$ cat src/rtl/delay_ctrl_pkg.sv
// Shared definitions for the CS delay-line length controller.
//   LEN_W_DEF     : default width of the delay length and related values
//   apply_state_e : states of the length-apply FSM
package delay_ctrl_pkg;

    localparam int LEN_W_DEF = 4;

    typedef enum logic [1:0] {
        IDLE       = 2'd0,
        WAIT_QUIET = 2'd1,
        APPLY      = 2'd2
    } apply_state_e;

endpackage

$ cat src/rtl/delay_len_ctrl_btn_debounce.sv
// Push-button debouncer: 2-FF synchroniser, free-running sample divider and
// an N-deep sample history. The stable level only changes when the whole
// history agrees.
// Ports:
//   clk, rst      : clock, asynchronous active-high reset
//   i_btn_raw     : raw asynchronous button input
//   o_sample_en   : one-clk tick, once every DIV clocks
//   o_btn_stable  : debounced button level
module btn_debounce
    import delay_ctrl_pkg::*;
#(
    parameter int DIV = 50000,
    parameter int N   = 8
) (
    input  logic clk,
    input  logic rst,
    input  logic i_btn_raw,
    output logic o_sample_en,
    output logic o_btn_stable
);

    localparam int DIV_W = (DIV > 1) ? $clog2(DIV) : 1;

    logic             r_sync1;
    logic             r_sync2;
    logic [DIV_W-1:0] r_div;
    logic [N-1:0]     r_hist;
    logic             r_stable;
    logic             w_tick;

    assign w_tick       = (r_div == DIV_W'(DIV - 1));
    assign o_sample_en  = w_tick;
    assign o_btn_stable = r_stable;

    always_ff @(posedge clk or posedge rst) begin
        if (rst) begin
            r_sync1  <= 1'b0;
            r_sync2  <= 1'b0;
            r_div    <= '0;
            r_hist   <= '0;
            r_stable <= 1'b0;
        end else begin
            r_sync1 <= i_btn_raw;
            r_sync2 <= r_sync1;
            r_div   <= w_tick ? '0 : r_div + DIV_W'(1);
            if (w_tick)
                r_hist <= {r_hist[N-2:0], r_sync2};
            // Mixed history keeps the previous level (hysteresis).
            if (&r_hist)
                r_stable <= 1'b1;
            else if (~|r_hist)
                r_stable <= 1'b0;
        end
    end

endmodule

$ cat src/rtl/delay_len_ctrl.sv
// Delay-length controller for the variable CS delay line. Owns the applied
// length o_len. A short button press steps the target (wrapping at
// i_len_max), a long press zeroes it, and the host can load a value.
// The target is only copied to o_len after cs has been low for IDLE_CYC
// consecutive clocks, so the tap select never moves mid-frame.
// Ports:
//   clk, rst      : clock, asynchronous active-high reset
//   i_btn_raw     : raw push-button
//   i_cs          : chip select seen by the delay line
//   i_len_max     : wrap point of the target (range 0..i_len_max)
//   i_ext_load    : host load strobe, i_ext_len : host value
//   o_ext_ack     : pulse the clock after a host load
//   o_len         : applied delay length
//   o_len_upd     : pulse in the first cycle o_len shows a new value
//   o_pending     : target differs from o_len, waiting for a quiet bus
//   o_sample_en   : debounce sample tick, o_btn_stable : debounced level
module delay_len_ctrl
    import delay_ctrl_pkg::*;
#(
    parameter int DIV      = 50000,
    parameter int N        = 8,
    parameter int LONG     = 64,
    parameter int LEN_W    = LEN_W_DEF,
    parameter int IDLE_CYC = 4
) (
    input  logic             clk,
    input  logic             rst,
    input  logic             i_btn_raw,
    input  logic             i_cs,
    input  logic [LEN_W-1:0] i_len_max,
    input  logic             i_ext_load,
    input  logic [LEN_W-1:0] i_ext_len,
    output logic             o_ext_ack,
    output logic [LEN_W-1:0] o_len,
    output logic             o_len_upd,
    output logic             o_pending,
    output logic             o_sample_en,
    output logic             o_btn_stable
);

    localparam int HOLD_W = $clog2(LONG + 1);
    localparam int QW     = (IDLE_CYC > 1) ? $clog2(IDLE_CYC) : 1;

    function automatic logic [LEN_W-1:0] f_min(input logic [LEN_W-1:0] a,
                                               input logic [LEN_W-1:0] b);
        return (a < b) ? a : b;
    endfunction

    // Wrap is explicit against the max, never by counter overflow.
    function automatic logic [LEN_W-1:0] f_wrap_inc(input logic [LEN_W-1:0] t,
                                                    input logic [LEN_W-1:0] m);
        return (t >= m) ? '0 : t + LEN_W'(1);
    endfunction

    logic              w_sample_en;
    logic              w_btn_stable;
    logic              r_stable_d;
    logic [HOLD_W-1:0] r_hold;
    logic              w_rise;
    logic              w_fall;
    logic              w_long_evt;
    logic              w_short_evt;
    logic [LEN_W-1:0]  r_target;
    logic [LEN_W-1:0]  r_len;
    logic              r_len_upd;
    logic              r_ext_ack;
    logic [QW-1:0]     r_quiet;
    apply_state_e      r_state;
    apply_state_e      w_state_nxt;
    logic              w_apply;

    btn_debounce #(
        .DIV (DIV),
        .N   (N)
    ) u_debounce (
        .clk          (clk),
        .rst          (rst),
        .i_btn_raw    (i_btn_raw),
        .o_sample_en  (w_sample_en),
        .o_btn_stable (w_btn_stable)
    );

    assign o_sample_en  = w_sample_en;
    assign o_btn_stable = w_btn_stable;
    assign o_len        = r_len;
    assign o_len_upd    = r_len_upd;
    assign o_ext_ack    = r_ext_ack;

    // Button events. Hold saturates at LONG, so the long event fires once per
    // press and the release that follows is not a short press.
    assign w_rise      = w_btn_stable & ~r_stable_d;
    assign w_fall      = ~w_btn_stable & r_stable_d;
    assign w_long_evt  = w_sample_en & w_btn_stable & ~w_rise &
                         (r_hold == HOLD_W'(LONG - 1));
    assign w_short_evt = w_fall & (r_hold < HOLD_W'(LONG));

    always_ff @(posedge clk or posedge rst) begin
        if (rst) begin
            r_stable_d <= 1'b0;
            r_hold     <= '0;
        end else begin
            r_stable_d <= w_btn_stable;
            if (w_rise)
                r_hold <= '0;
            else if (w_sample_en && w_btn_stable && (r_hold != HOLD_W'(LONG)))
                r_hold <= r_hold + HOLD_W'(1);
        end
    end

    // Target register: a host load overrides a same-cycle button event.
    always_ff @(posedge clk or posedge rst) begin
        if (rst) begin
            r_target  <= '0;
            r_ext_ack <= 1'b0;
        end else begin
            r_ext_ack <= i_ext_load;
            if (i_ext_load)
                r_target <= f_min(i_ext_len, i_len_max);
            else if (w_long_evt)
                r_target <= '0;
            else if (w_short_evt)
                r_target <= f_wrap_inc(r_target, i_len_max);
        end
    end

    // Apply FSM: state register and quiet counter.
    always_ff @(posedge clk or posedge rst) begin
        if (rst) begin
            r_state <= IDLE;
            r_quiet <= '0;
        end else begin
            r_state <= w_state_nxt;
            // Counting restarts on entry to WAIT_QUIET and on any cs high.
            if (r_state != WAIT_QUIET || i_cs)
                r_quiet <= '0;
            else
                r_quiet <= r_quiet + QW'(1);
        end
    end

    always_comb begin
        w_state_nxt = r_state;
        case (r_state)
            IDLE:       if (r_target != r_len) w_state_nxt = WAIT_QUIET;
            WAIT_QUIET: if (!i_cs && (r_quiet == QW'(IDLE_CYC - 1))) w_state_nxt = APPLY;
            APPLY:      w_state_nxt = IDLE;
            default:    w_state_nxt = IDLE;
        endcase
    end

    always_comb begin
        w_apply   = (r_state == APPLY);
        o_pending = (r_state != IDLE);
    end

    // The update pulse is registered with len so both appear together.
    always_ff @(posedge clk or posedge rst) begin
        if (rst) begin
            r_len     <= '0;
            r_len_upd <= 1'b0;
        end else begin
            r_len_upd <= w_apply && (r_target != r_len);
            if (w_apply)
                r_len <= r_target;
        end
    end

endmodule

$ cat config.mk
export PLATFORM = sky130hd
export DESIGN_NAME = delay_len_ctrl
export DESIGN_NICKNAME = d
export VERILOG_FILES = /design/src/rtl/delay_ctrl_pkg.sv /design/src/rtl/delay_len_ctrl_btn_debounce.sv /design/src/rtl/delay_len_ctrl.sv
export SDC_FILE = /design/constraint.sdc
export NUM_CORES = 1
export LEC_CHECK = 0
export CORE_ASPECT_RATIO = 0.7
export CORE_MARGIN = 2
export CORE_UTILIZATION = 48
export CTS_CLUSTER_SIZE = 14
export DETAILED_ROUTE_END_ITERATION = 8
export GPL_TIMING_DRIVEN = 0
export PLACE_DENSITY = 0.72
export SYNTH_ARGS = -nofsm -noshare
export SYNTH_HDL_FRONTEND = slang
export SYNTH_HIERARCHICAL = 1
export SYNTH_SLANG_ARGS = --single-unit
$ cat constraint.sdc
create_clock -name clk -period 3.45 [get_ports clk]
set_clock_uncertainty 0.2 [all_clocks]
set_input_delay 0.69 -clock clk [delete_from_list [all_inputs] [get_ports clk]]
set_output_delay 0.69 -clock clk [all_outputs]
set_load 0.01 [all_outputs]
==> After elaboration in Yosys (flattened, before gate mapping) <==
Cells that the tools add are included.
{ "totals": {"reg_bits": 49, "input_bits": 13, "elab_cells": 67} }
{ "op_classes": {"eq_ne": 11, "n_bitwise": 9, "reduce_logical": 13, "order_cmp": 3, "mux": 14, "add_sub_neg": 4} }
{ "ops": {"columns": ["op", "count"], "rows": [
  ["4-bit 2-to-1 mux", 5],
  ["16-bit by 1-bit adder with 16-bit output (second input constant)", 1],
  ["16-bit == test (second input constant)", 1],
  ["16-bit 2-to-1 mux", 1],
  ["7-bit 2-to-1 mux", 2],
  ["8-bit AND reduction", 1],
  ["8-bit OR reduction", 1],
  ["7-bit by 1-bit adder with 7-bit output (second input constant)", 1],
  ["7-bit by 6-bit == test with 1-bit output (second input constant)", 1],
  ["7-bit less-than comparator (second input constant)", 1],
  ["7-bit != test (second input constant)", 1],
  ["1-bit AND", 6],
  ["2-bit 2-to-1 mux", 3],
  ["4-bit by 1-bit adder with 4-bit output (second input constant)", 1],
  ["2-bit == test (second input constant)", 2],
  ["4-bit >= comparator", 1],
  ["1-bit logical AND", 4],
  ["4-bit less-than comparator", 1],
  ["2-bit by 1-bit != test with 1-bit output (second input constant)", 2],
  ["2-bit != test (second input constant)", 2],
  ["4-bit != test", 1],
  ["2-bit one-hot mux with 2 select lines", 1],
  ["2-bit nonzero test", 2],
  ["1-bit inverter", 3],
  ["other kinds (8)", 9]
]} }

==> Longest topological paths before layout <==
Gate-level depths: netlist of run 1.
{ "depth": {"ltp_word": 7, "mapped_depth": 9} }

==> Modules after synthesis <==
Netlist of run 1, hierarchy kept.
{ "modules_own_cells": {"columns": ["mod", "n_inst", "area_per_inst_um2", "seq_area_each_um2", "cells_each"], "rows": [
  ["delay_len_ctrl", 1, 1251.2, 550.5, 124],
  ["btn_debounce", 1, 1161.1, 675.6, 99]
]} }

==> Worst setup path before layout of run 1 <==
No wires, ideal clock.
{ "synth_timing": {"kind": "register to register", "startpoint": "register u_debounce.r_div[7]", "endpoint": "register r_target[0]", "path_buffers": 1, "arrival_ps": 2433, "path_slack_ps": 678, "period_less_slack_ps": 2772, "stages_incl_launch_ff": 9, "setup_ps": 138, "t_required_ps": 3112, "cell_sequence": "dfrtp_1 or4b_4 nor4_4 buf_4 nand3_1 nor2_1 a31oi_1 a221oi_1 a21oi_1"} }
{ "synth_via": {"elab_chain_len": 6, "elab_cells_between_ends": 7} }
{ "synth_lines": {"columns": ["item", "line_no", "text"], "rows": [
  ["start, declared", "delay_len_ctrl_btn_debounce.sv:26", "logic [DIV_W-1:0] r_div;"],
  ["start signal, assigned", "delay_len_ctrl_btn_debounce.sv:45", "r_div <= w_tick ? '0 : r_div + DIV_W'(1);"],
  ["16-bit == test *", "delay_len_ctrl_btn_debounce.sv:31", "assign w_tick = (r_div == DIV_W'(DIV - 1));"],
  ["net o_sample_en", "delay_len_ctrl.sv:37", "output logic o_sample_en,"],
  ["1-bit AND * (3 in a row)", "delay_len_ctrl.sv:93", "assign w_long_evt = w_sample_en & w_btn_stable & ~w_rise &"],
  ["4-bit 2-to-1 mux", "delay_len_ctrl.sv:119", "else if (w_long_evt)"],
  ["4-bit 2-to-1 mux", "delay_len_ctrl.sv:117", "if (i_ext_load)"],
  ["end signal, assigned", "delay_len_ctrl.sv:118", "r_target <= f_min(i_ext_len, i_len_max);"],
  ["end signal, assigned", "delay_len_ctrl.sv:122", "r_target <= f_wrap_inc(r_target, i_len_max);"],
  ["end, declared", "delay_len_ctrl.sv:63", "logic [LEN_W-1:0] r_target;"]
]} }
The timed path passes the listed nets; every way through them passes the cells marked *.
A chain may end at the register's enable or synchronous reset.

==> Worst setup path after layout of run 1 <==
{ "layout_timing": {"startpoint": "register u_debounce.r_div[0]", "endpoint": "output o_sample_en"} }
{ "layout_via": {"elab_chain_len": 1} }
{ "layout_lines": {"columns": ["item", "line_no"], "rows": [
  ["16-bit == test", "delay_len_ctrl_btn_debounce.sv:31"],
  ["end, declared", "delay_len_ctrl.sv:37"]
]} }
Every way passes these cells.

==> results.py, run 1 <==
metrics = {
    "status": {
        "status": "finished clean",
    },
    "critical_path": {
        "crit_type": "reg2out",
        "endpoint_kind": "output port",
        "path_cells": "ha_1 > nand3_1 > nor4_4 > buf_4 > clkdlybuf4s50_1",
        "cp_slowest_cell": "clkdlybuf4s50_1",
        "cp-start-kind": "register",
        "arrival_ns": 2.37,
        "worst_ep_required_time_ns": 2.56,
        "worstPathMaxFanout": 14,
        "max_stage_delay_ns": 0.56,
    },
    "global_routing": {
        "grt_max_degree": 28,
        "track_usage_pct": 16.8,
        "antenna_found_initial": 0,
        "grt-ovfl-total": 0,
        "grt_pass1_wl_um": 7490,
        "grt_pass1_vias": 1648,
    },
    "cts": {
        "clk_pin_slew_ns": 0.09,
        "tritoncts": "built",
        "htree_levels": 2,
        "root_buffer": "clkbuf_8",
        "numCtsBuffers": 5,
        "cts_sinks": 49,
        "insertion_delay_ns": 0.30,
        "cts-resized-gates": 0,
        "cts_buffer_depth": 2,
    },
    "die": {
        "die_x_um": 88.7,
        "initial_core_util_pct": 50.2,
        "dieArea_mm2": 0.00562,
        "core.rowCount": 21,
        "core_mm2": 0.00481,
        "num_io_pins": 22,
        "die-height_um": 63.3,
    },
    "timing": {
        "finalMaxSlewViolations": 0,
        "tns_ns": 0,
        "max_slew_margin_pct": 35.4,
        "fmax_mhz": 307,
        "finalHoldViolCount": 0,
        "rsz0062_at_grt": "no",
        "max_slew.worst_pin.slew_ns": 0.969,
        "period_minus_slack_ns": 3.26,
        "setup_viol": 0,
        "fin_crit_sh_pct": 94.5,
    },
    "synthesis": {
        "synthAdderAreaFrac_pct": 6.22,
        "synth_cells": 223,
        "yosysWarnings": 6,
        "yosys.area_share.xor_xnor_pct": 8.35,
        "synth_edf_count": 0,
        "muxShareOfSynthArea_pct": 7.00,
        "synth_top_family_by_area": "simple AND/OR/NAND/NOR gates",
        "async_reset_ff_share_pct": 100,
        "synth_area_mm2": 0.00241,
        "yosys.cell_types.count": 37,
        "yosysSeqAreaShare_pct": 50.8,
        "synth_fp_nets": 248,
        "synth_ff_type": "dfrtp_1",
        "synthSimpleGateAreaFrac_pct": 18.0,
        "ys_seq_elements": 49,
        "synth_compound_area_share_pct": 6.90,
        "avgSynthCellArea_um2": 10.8,
    },
    "drt": {
        "drc_errors": 0,
        "drtIter0Drc": 53,
        "drt-vias-per-instance": 5.22,
        "vias": 1680,
        "wl_um": 4100,
        "ant_nets": 0,
        "wl_per_cell_um": 12.7,
        "drtPass1Iterations": 6,
    },
    "final_layout": {
        "final_nets": 277,
        "drive_gt1_share_pct": 10.3,
        "nFillCells": 414,
        "diodes": 0,
        "final_util_pct": 58.5,
        "area_delta_synth_final_pct": 16.6,
    },
    "hold_path": {
        "hp-class": "reg2reg",
    },
    "pwr": {
        "ir_worst_vdd_mv": 0.261,
        "p_leak_nw": 1.32,
        "p_per_area_mw_per_mm2": 398,
    },
    "place": {
        "hpwl_um": 3040,
        "gp_congestion": 0.758,
        "numPortBuffers": 21,
    },
    "job": {
        "max-cap-violations": 0,
    },
}
-- synth_stat cells, types with 5 or more instances --
library cell	count	area share [%]
dfrtp_1	49	51
nor2_1	27	4.2
inv_1	14	2.2
mux2_2	13	6.1
nand3_1	13	2.7
xor2_1	13	4.7
ha_1	12	6.2
xnor2_1	10	3.6
nand2_1	9	1.4
a21oi_1	7	1.5
nand4_1	6	1.6
nor4_1	6	1.6
nor2b_1	5	1.3
-- report_power, final --
part / internal, mW / switching (mW)
Sequential: 0.598 / 0.0278
Combinational: 0.0745 / 0.0685
Clock: 0.163 / 0.187
-- final cells by class --
| cell class | count | area, um2 | area share [%] |
|---|---|---|---|
| Timing Repair Buffer | 22 | 218 | 7.74 |
| Buffer | 2 | 11.3 | 0.400 |
| Tap cell | 69 | 86.3 | 3.07 |
| Clock inverter | 2 | 13.8 | 0.489 |
| Sequential cell | 49 | 1230 | 43.6 |
| Clock buffer | 6 | 82.6 | 2.94 |
| Inverter | 14 | 52.6 | 1.87 |
| Multi-Input combinational cell | 158 | 1120 | 39.9 |
-- flip-flops by register name, indices dropped and copies added (netlist names) --
| name | count |
|---|---|
| r_state | 2 |
| u_debounce/r_hist | 8 |
| o_len | 4 |
| u_debounce/o_btn_stable | 1 |
| r_hold | 7 |
| u_debounce/r_sync1 | 1 |
| r_quiet | 2 |
| u_debounce/r_div | 16 |
| o_ext_ack | 1 |
| r_stable_d | 1 |
| r_target | 4 |
| o_len_upd | 1 |
| u_debounce/r_sync2 | 1 |
-- kinds of logic after synthesis --
logic type	Yosys count
flip-flops	49
XOR/XNOR	23
adder cells (fa/ha/maj)	12
buffers and inverters	16
AO/OA/AOI/OAI	26
multiplexers	15
AND/OR/NAND/NOR	82
-- per-stage QoR --
step                      cell area (um2)  hold WS [ns]  total power [mW]  instances  worst slack [ns]
after detailed placement             2710         0.137             0.783        313             0.129
after CTS                            2810         0.158              1.13        322             0.175
after floorplan                      2410         0.131             0.723        223             0.678
final                                2810         0.155              1.12        322             0.190
after global placement               2710         0.138             0.776        313             0.145
after global routing                 2810         0.169              1.18        322            0.0237
-- critical path, delay by kind of cell, from the launching register on --
family	cells	cell delay, ns
fa+ha+maj	1	0.20
buf+inv	2	0.81
simple gates	2	0.66
flops	1	0.40
-- metal layers --
metal  part of all wire, %  GRT usage [%]  routed length, um
met5                     0              0                  0
met1                    52           25.1               2140
met2                    44           24.3               1800
met3                   3.0           4.33                125
met4                  0.85           4.55                 35
-- what timing repair did --
item                       4_1_cts  5_1_grt
buffers inserted                 1        0
setup endpoints to repair        1        0
hold buffers                     0        0
-- cell usage in the layout (no fill, tap or decap), types with 2 or more instances in the layout --
cell,n
a31oi_1,2
inv_1,14
ha_1,12
clkbuf_8,6
mux2_1,2
nor4_1,6
o21ai_0,4
nor3_1,3
and2_1,4
dfrtp_1,49
nand2_1,9
clkdlybuf4s50_1,21
xnor2_1,10
o211ai_1,2
mux2_2,13
nor2b_1,5
a21oi_1,7
a22oi_1,2
nand3_1,13
nor3b_1,2
buf_4,2
nor2_1,27
a221oi_1,3
xor2_1,13
nand4_1,6
-- worst paths after layout --
check / to / slack [ns] / startpoint / depth (start not counted)
max: o_sample_en / 0.19 / u_debounce/r_div[0] / 5
min: u_debounce/r_sync2 / 0.15 / u_debounce/r_sync1 / 0
max reg2reg: r_target[0] / 0.70 / u_debounce/r_div[0] / 9
min reg2reg: u_debounce/r_sync2 / 0.15 / u_debounce/r_sync1 / 0
max in group asynchronous: u_debounce/r_div[15] / 1.71 / rst / 2
min in group asynchronous: r_target[1] / 0.70 / rst / 2
Power figures use the tool's default switching activity.
==> run 2, diff against run 1 <==
--- a/config.mk
+++ b/config.mk
@@ -5,6 +5,7 @@
 export SDC_FILE = /design/constraint.sdc
 export NUM_CORES = 1
 export LEC_CHECK = 0
+export ABC_AREA = 0
 export CORE_ASPECT_RATIO = 0.7
 export CORE_MARGIN = 2
 export CORE_UTILIZATION = 48
==> results of run 2 <==
Final layout, timing and power as in run 1 (identical DEF).
